**src/rtl/mem_access_ctrl_if.sv**
```systemverilog
// Request/acknowledge bus between the MEM-stage sequencer and a variable-latency data memory.
interface mem_access_ctrl_if;
  logic        mem_req;
  logic        mem_we;
  logic [31:0] mem_addr;
  logic [31:0] mem_wdata;
  logic        mem_ack;
  logic [31:0] mem_rdata;

  modport master (
    output mem_req, mem_we, mem_addr, mem_wdata,
    input  mem_ack, mem_rdata
  );

  modport slave (
    input  mem_req, mem_we, mem_addr, mem_wdata,
    output mem_ack, mem_rdata
  );
endinterface

```
**src/rtl/mem_access_ctrl.sv**
```systemverilog
// MEM-stage sequencer: turns EX/MEM loads/stores into req/ack memory transactions,
// stalls the pipeline while one is outstanding, and records sticky bus faults.
module mem_access_ctrl #(
  parameter int TIMEOUT_CYCLES = 15
) (
  input  logic              clk,
  input  logic              clrn,
  input  logic              MEMm2reg,
  input  logic              MEMwmem,
  input  logic [31:0]       MEMaluResult,
  input  logic [31:0]       MEMdi,
  output logic              stall,
  output logic [31:0]       MEMdo,
  output logic              bus_fault,
  output logic [31:0]       fault_addr,
  mem_access_ctrl_if.master mem
);

  localparam logic [1:0] S_IDLE = 2'd0;
  localparam logic [1:0] S_WAIT = 2'd1;
  localparam logic [1:0] S_DONE = 2'd2;

  // Counter value during the final permitted WAIT cycle.
  localparam logic [7:0] LP_LAST_WAIT = 8'(TIMEOUT_CYCLES - 1);

  logic [1:0]  r_state;
  logic [7:0]  r_count;
  logic        r_req;
  logic        r_we;
  logic [31:0] r_addr;
  logic [31:0] r_wdata;
  logic [31:0] r_do;
  logic        r_fault;
  logic [31:0] r_faultAddr;

  logic w_memop;
  logic w_misaligned;
  logic w_timeout;

  assign w_memop      = MEMm2reg | MEMwmem;
  assign w_misaligned = (MEMaluResult[1:0] != 2'b00);
  assign w_timeout    = (r_count >= LP_LAST_WAIT);

  always_ff @(posedge clk or negedge clrn) begin
    if (!clrn) begin
      r_state     <= S_IDLE;
      r_count     <= 8'd0;
      r_req       <= 1'b0;
      r_we        <= 1'b0;
      r_addr      <= 32'd0;
      r_wdata     <= 32'd0;
      r_do        <= 32'd0;
      r_fault     <= 1'b0;
      r_faultAddr <= 32'd0;
    end else begin
      case (r_state)
        S_IDLE: begin
          if (w_memop) begin
            if (w_misaligned) begin
              r_state <= S_DONE;
              r_fault <= 1'b1;
              if (!r_fault) r_faultAddr <= MEMaluResult;
              if (!MEMwmem) r_do <= 32'd0;
            end else begin
              r_state <= S_WAIT;
              r_req   <= 1'b1;
              r_we    <= MEMwmem;
              r_addr  <= MEMaluResult;
              r_wdata <= MEMdi;
              r_count <= 8'd0;
            end
          end
        end
        S_WAIT: begin
          // An ack on the last permitted cycle still completes cleanly.
          if (mem.mem_ack) begin
            r_state <= S_DONE;
            r_req   <= 1'b0;
            if (!r_we) r_do <= mem.mem_rdata;
          end else if (w_timeout) begin
            r_state <= S_DONE;
            r_req   <= 1'b0;
            r_fault <= 1'b1;
            if (!r_fault) r_faultAddr <= r_addr;
            if (!r_we) r_do <= 32'd0;
          end else if (r_count != 8'hFF) begin
            r_count <= r_count + 8'd1;
          end
        end
        S_DONE:  r_state <= S_IDLE;
        default: r_state <= S_IDLE;
      endcase
    end
  end

  assign stall = clrn & (((r_state == S_IDLE) & w_memop) | (r_state == S_WAIT));

  assign mem.mem_req   = r_req;
  assign mem.mem_we    = r_we;
  assign mem.mem_addr  = r_addr;
  assign mem.mem_wdata = r_wdata;
  assign MEMdo         = r_do;
  assign bus_fault     = r_fault;
  assign fault_addr    = r_faultAddr;

endmodule

```
**src/flat_wrapper.sv**
```systemverilog
// flat-port wrapper written by rule: the top's interface ports become plain ports
module mem_access_ctrl_flat 
#(
  parameter int TIMEOUT_CYCLES = 15
)
  (clk, clrn, MEMm2reg, MEMwmem, MEMaluResult, MEMdi, stall, MEMdo, bus_fault, fault_addr, mem_mem_req, mem_mem_we, mem_mem_addr, mem_mem_wdata, mem_mem_ack, mem_mem_rdata);
  mem_access_ctrl_if mem_i ();
  input  logic clk;
  input  logic clrn;
  input  logic MEMm2reg;
  input  logic MEMwmem;
  input  logic [31:0] MEMaluResult;
  input  logic [31:0] MEMdi;
  output logic stall;
  output logic [31:0] MEMdo;
  output logic bus_fault;
  output logic [31:0] fault_addr;
  output wire logic [$bits(mem_i.mem_req)-1:0] mem_mem_req;
  output wire logic [$bits(mem_i.mem_we)-1:0] mem_mem_we;
  output wire logic [$bits(mem_i.mem_addr)-1:0] mem_mem_addr;
  output wire logic [$bits(mem_i.mem_wdata)-1:0] mem_mem_wdata;
  input wire logic [$bits(mem_i.mem_ack)-1:0] mem_mem_ack;
  input wire logic [$bits(mem_i.mem_rdata)-1:0] mem_mem_rdata;
  assign mem_mem_req = mem_i.mem_req;
  assign mem_mem_we = mem_i.mem_we;
  assign mem_mem_addr = mem_i.mem_addr;
  assign mem_mem_wdata = mem_i.mem_wdata;
  assign mem_i.mem_ack = mem_mem_ack;
  assign mem_i.mem_rdata = mem_mem_rdata;
  mem_access_ctrl #(.TIMEOUT_CYCLES(TIMEOUT_CYCLES)) u_core (.clk(clk), .clrn(clrn), .MEMm2reg(MEMm2reg), .MEMwmem(MEMwmem), .MEMaluResult(MEMaluResult), .MEMdi(MEMdi), .stall(stall), .MEMdo(MEMdo), .bus_fault(bus_fault), .fault_addr(fault_addr), .mem(mem_i));
endmodule
```
**config.mk**
```make
export PLATFORM = sky130hd
export DESIGN_NAME = mem_access_ctrl_flat
export DESIGN_NICKNAME = d
export VERILOG_FILES = /design/src/rtl/mem_access_ctrl_if.sv /design/src/rtl/mem_access_ctrl.sv /design/src/flat_wrapper.sv
export SDC_FILE = /design/constraint.sdc
export NUM_CORES = 1
export LEC_CHECK = 0
export CAP_MARGIN = 10
export CORE_ASPECT_RATIO = 0.75
export CORE_UTILIZATION = 40
export CTS_CLUSTER_DIAMETER = 120
export DETAILED_ROUTE_END_ITERATION = 8
export GPL_ROUTABILITY_DRIVEN = 0
export GPL_TIMING_DRIVEN = 0
export PLACE_DENSITY = 0.77
export REMOVE_ABC_BUFFERS = 1
export SLEW_MARGIN = 20
export SYNTH_ARGS = -nofsm -noshare
export SYNTH_HDL_FRONTEND = slang
export SYNTH_SLANG_ARGS = --single-unit
```
**constraint.sdc**
```tcl
create_clock -name clk -period 1.8 [get_ports clk]
set_input_delay 0.45 -clock clk [delete_from_list [all_inputs] [get_ports clk]]
set_output_delay 0.45 -clock clk [all_outputs]
set_load 0.02 [all_outputs]
```
# After elaboration in Yosys (flattened, before gate mapping)
# Cells that the tools add are included.
classes:
  n_addsub: 1
  reduce_logical: 10
  n_mux: 36
  bitwise: 5
  n_eq_ne: 14
  magnitude_cmp: 1
op_table:
  columns: ["cell", "count"]
  rows:
  - ["32-bit two-way mux", 13]
  - ["32-bit one-hot mux with 2 select lines", 2]
  - ["8-bit two-way mux", 5]
  - ["8-bit one-hot mux with 2 select lines", 1]
  - ["2-bit inequality test (second input constant)", 7]
  - ["6-bit AND reduction", 2]
  - ["8-bit by 1-bit adder with 8-bit output (second input constant)", 1]
  - ["8-bit by 4-bit greater-or-equal comparator with 1-bit output (second input constant)", 1]
  - ["1-bit two-way mux", 8]
  - ["2-bit two-way mux", 4]
  - ["2-bit by 1-bit inequality test with 1-bit output (second input constant)", 4]
  - ["8-bit inequality test (second input constant)", 1]
  - ["7-bit AND reduction", 1]
  - ["5-bit AND reduction", 1]
  - ["1-bit one-hot mux with 2 select lines", 2]
  - ["2-bit one-hot mux with 2 select lines", 1]
  - ["4-bit AND reduction", 1]
  - ["2-bit nonzero test", 2]
  - ["3-bit by 2-bit inequality test with 1-bit output (second input constant)", 1]
  - ["3-bit AND reduction", 1]
  - ["1-bit bitwise AND", 2]
  - ["2-bit by 1-bit == test with 1-bit output (second input constant)", 1]
  - ["2-bit zero test", 1]
  - ["1-bit OR", 2]
  - ["2 further kinds", 2]
word_totals:
  output_inout_bits: 132
  reg_bits: 141
  elab_cells: 76

# Logic depth before layout (Yosys ltp)
logic_depth:
  word_depth: 5
  ltp_mapped: 7

# Worst setup path before layout
# No wires, ideal clock.
synth_path:
  path_type: "reg-to-reg"
  from: "reg u_core.r_count[0]"
  to: "reg u_core.r_do[0] (netlist: u_core.MEMdo[0])"
  required_time_ps: 1675
  slack_ps: -7
  path_buffers: 1
  t_arrival_ps: 1682
  stages_incl_launch_ff: 8
  setup_time_ps: 125
  period_less_slack_ps: 1807
  path_cell_list: "dfrtp_1 inv_1 ha_1 o211ai_1 nand4b_1 o211ai_2 buf_2 mux2_2"
synth_via:
  elab_chain_cells: 3
synth_lines:
  columns: ["element", "line_no", "source"]
  rows:
  - ["from (decl)", "mem_access_ctrl.sv:27", "logic [7:0] r_count;"]
  - ["from (signal assigned)", "mem_access_ctrl.sv:87", "r_count <= r_count + 8'd1;"]
  - ["8-bit by 4-bit greater-or-equal comparator with 1-bit output", "mem_access_ctrl.sv:42", "assign w_timeout = (r_count >= LP_LAST_WAIT);"]
  - ["3-bit by 2-bit inequality test with 1-bit output (no line)", null, null]
  - ["6-bit AND reduction (no line)", null, null]
  - ["to (signal assigned)", "mem_access_ctrl.sv:79", "if (!r_we) r_do <= mem.mem_rdata;"]
  - ["to (decl)", "mem_access_ctrl.sv:32", "logic [31:0] r_do;"]
# Every way passes these cells.
# A chain may end at the register's enable or synchronous reset.

# Worst setup path after layout
layout_path:
  from: "reg u_core.r_count[0]"
  to: "reg u_core.r_faultAddr[26] (netlist: u_core.fault_addr[26])"
layout_via:
  elab_chain_cells: 3
layout_lines:
  columns: ["element", "line_no", "source"]
  rows:
  - ["8-bit by 4-bit greater-or-equal comparator with 1-bit output", "mem_access_ctrl.sv:42", null]
  - ["2-bit by 1-bit inequality test with 1-bit output (no line)", null, null]
  - ["7-bit AND reduction (no line)", null, null]
  - ["to (signal assigned)", "mem_access_ctrl.sv:62", "if (!r_fault) r_faultAddr <= MEMaluResult;"]
  - ["to (signal assigned)", "mem_access_ctrl.sv:84", "if (!r_fault) r_faultAddr <= r_addr;"]
  - ["to (decl)", "mem_access_ctrl.sv:34", "logic [31:0] r_faultAddr;"]
# Every way passes these cells.

==> Flow_metrics.wiki <==
{| class="wikitable"
! Metric !! Value
|-
| Number of instances in the placed design || approximately 940
|-
| Top Ports || ~230
|-
| Final period util || 1.117
|-
| Post-Route Utilization || 0.6690
|-
| Initial Util || 0.4122
|-
| Number of nets in the layout || approximately 900
|-
| Clock tree from TritonCTS || built
|-
| Tightest slew margin relative to the limit || 0.6242
|-
| Number of distinct library cells after synthesis || 33
|-
| Area of the die || around 15000 um2
|-
| CTS Buffer Depth || 2
|-
| Maximum level of the CTS H-tree || 4
|-
| Width of the chip || 143.4 um
|-
| Post-place instance area || 8657 um2
|-
| Mapped cell area || 5997 um2
|-
| Highest clock rate || a little under 0.5 GHz
|-
| Cell Rows || 38
|-
| Post-synthesis cell count || 534
|-
| Largest vdd supply drop || roughly 750 uV
|-
| GRT overflow || 0
|-
| Final Instance Area || between 9000 and 10000 um2
|-
| Crit-path most repeated cell || buf_4
|-
| Worst-case register-to-register setup slack || -210 ps
|-
| Slowest CP cell || dfrtp_1
|-
| Number of enable-type register cells in the synthesized netlist || 0
|-
| Dpl hpwl || about 11000 um
|-
| Worst-Skew Late Latency || roughly 400 ps
|-
| Number of diodes added for antenna fixing || 0
|-
| Synthesized flop and latch total || about 140
|-
| Cell Chain, Critical Path || inv_2, ha_4, o211ai_1, buf_4, a21bo_4, a21oi_4, buf_4, clkbuf_16, mux2_2
|-
| Yosys warnings || 0
|-
| Antenna Violating Nets Remaining || 0
|-
| Final count of negative-setup-slack endpoints || between 60 and 70
|-
| Violations in the final reports || negative hold slack, negative setup slack
|-
| Most used standard cells in the synthesized netlist || nand2_1, dfrtp_1, mux2_2
|-
| Total Wirelength || about 19000 um
|-
| Largest area contributor in the netlist || dfrtp_1
|-
| Count of buffers from port buffering || around 230
|-
| Clock transition time at the flip-flop clock pins of the worst setup and hold paths || approximately 60 ps
|-
| Final TNS setup || -9647 ps
|-
| Minimum period implied by the final worst setup slack || around 2000 ps
|-
| Detailed-route vias per instance || ~5
|-
| Setup repair after global routing missed its margin || yes
|-
| Total clock buffers created by CTS || 17
|-
| Antenna violations before repair || 0
|-
| Power Density || between 1000 and 1500 nW/um2
|-
| Share of synthesized registers carrying an async set or reset || 1.000
|-
| Share of the synthesized area in the top cell type || 0.5884
|-
| Wirelength per Cell || about 19 um
|-
| Count leader, synth || nand2_1
|-
| Maximum number of pins on one net before global-route repair || between 80 and 90
|-
| Average footprint of a synthesized cell || roughly 11 um2
|-
| Number of violations reported at the end of detailed-routing iteration 0 || roughly 240
|-
| Top flip-flop cell by instance count after synthesis || dfrtp_1
|-
| Leakage power of the design || approximately 5 nW
|-
| Power, Total || approximately 0.013 W
|-
| First-pass GRT wire length || ~29000 um
|-
| Overall via count from detail_route || about 5000
|-
| Area overhead of the layout relative to synthesis || 62.30%
|-
| Crit path launch type || register
|-
| Class of the tightest hold or removal check || in2async
|-
| Worst Path Required || 2090 ps
|-
| Residual DRC count || 0
|-
| Clock root buffer master || clkbuf_16
|-
| Cell Count, Final, Fillers Out || between 1000 and 1500
|-
| Initial DRT Pass Iterations || 4
|-
| Critical path endpoint category || register
|-
| Top cells by area, synth || dfrtp_1, mux2_2, nand2_1
|-
| CTS Sinks || around 140
|-
| Outcome || complete, but fails checks
|-
| Floorplan core area || 14550 um2
|-
| Slew of the pin with the lowest slew margin || about 560 ps
|-
| Signal arrival time at the worst endpoint || around 2300 ps
|-
| Share of layout cells above drive strength 1 || 0.2333
|-
| Height of the chip || between 100 and 150 um
|-
| Slowest Stage Delay on Critical Path || 380 ps
|-
| Via count of the first global-routing pass || 5295
|-
| CP Max Fanout || 7
|-
| Clock Skews || between 6 and 7 ps
|-
| Max Cap Viol || 0
|-
| Max-slew violations || 0
|-
| Least setup slack across all paths after layout || -210.1 ps
|-
| Hold Slack || -73.86 ps
|-
| Global router's overall resource usage || 0.2470
|-
| Final-report hold violation count || 60
|-
| Fraction of the yosys area taken by sequential cells || 0.5884
|-
| Type of the worst setup path || reg2reg
|}
-- state kept, by name (all words and copies together), names as in the netlist --
signal	flops
u_core.r_count	8
u_core.mem.mem_wdata	32
u_core.mem.mem_req	1
u_core.fault_addr	32
u_core.bus_fault	1
u_core.mem.mem_addr	32
u_core.MEMdo	32
u_core.mem.mem_we	1
u_core.r_state	2
-- cells in the final DEF (no fill, tap or decap), drive strengths merged, types with 2 or more instances in the layout --
cell type      synthesis  layout
nand2                191     191
dfrtp                141     141
dlygate4sd2            0     132
mux2                  96      96
clkdlybuf4s50          0      95
buf                   16      37
and3                  33      33
clkbuf                15      19
nor2                   6       6
and2                   5       5
bufinv                 0       5
clkinvlp               0       4
o21ai                  3       4
clkinv                 0       4
nor3b                  3       3
nand3                  3       3
a21oi                  3       3
nor4                   2       2
a41oi                  2       2
clkdlybuf4s15          0       2
inv                    1       2
nor3                   2       2
nor2b                  1       2
o211ai                 2       2
o21a                   1       2
ha                     2       2
-- what timing repair did --
| action | 4_1_cts | 5_1_grt |
|---|---|---|
| pin swaps | 5 | 4 |
| buffers inserted | 20 | 8 |
| resized for setup | 192 | 32 |
| cloned | 8 | 1 |
| endpoints found under the setup margin | 270 | 68 |
| hold endpoints to repair | 59 | 60 |
-- routing by layer --
layer,vias up,track usage,wire [um]
li1,2296,-,-
met1,2546,0.3241,8322
met2,152,0.3946,9036
met3,21,0.06466,1100
met4,0,0.08967,275
met5,-,0,0
-- power by group --
part / internal, W / leakage [nW] / switching, W
Combinational: 0.00200 / 2.99 / 0.00242
Sequential: 0.00406 / 1.81 / 0.000558
Clock: 0.00250 / 0.309 / 0.00139
-- final cells by class --
class / count / area (um2)
timing repair buffer: 268 / 2715
tap: 200 / 250.2
sequential: 141 / 3531
inverter: 1 / 3.754
multi-input combinational: 364 / 2577
fill: 1122 / 4816
clock buffer: 18 / 439.2
clock inverter: 14 / 216.5
-- worst max-delay path, delay by kind of cell (launching register included) --
kind	cells	cell delay (ps)
AOI/OAI and AO/OA	3	500
adders and majority gates	1	120
buffers and inverters	4	550
DFF	1	380
muxes	1	330
-- cell families (layout without fill, tap and decap cells) --
group | count (synthesis) | count (layout) | share of synthesized area
DFF | 141 | 141 | 0.5884
muxes | 97 | 97 | 0.1819
AOI/OAI and AO/OA | 14 | 16 | 0.01899
adders and majority gates | 2 | 2 | 0.004172
buffers and inverters | 32 | 301 | 0.02691
and+or+nand+nor | 248 | 249 | 0.1796
-- metrics by stage --
step | setup WS [ps] | hold WS, ps
after floorplan | -1701 | 154.4
after CTS | -220.0 | -23.34
after detailed placement | -1615 | 423.9
final | -210.1 | -73.86
after global placement | -5196 | 459.3
after global routing | -273.3 | -67.13
-- final timing paths --
kind	from	endpoint	cells after the start
worst min register to register	u_core.mem.mem_wdata[18]	u_core.mem.mem_wdata[18]	2
worst max register to register	u_core.r_count[0]	u_core.fault_addr[26]	9
worst min-delay path	clrn	u_core.mem.mem_wdata[2]	1
max in group asynchronous	clrn	u_core.MEMdo[18]	2
min in group clk	u_core.mem.mem_wdata[18]	u_core.mem.mem_wdata[18]	2
worst max-delay path	u_core.r_count[0]	u_core.fault_addr[26]	9
Power figures use the tool's default switching activity.
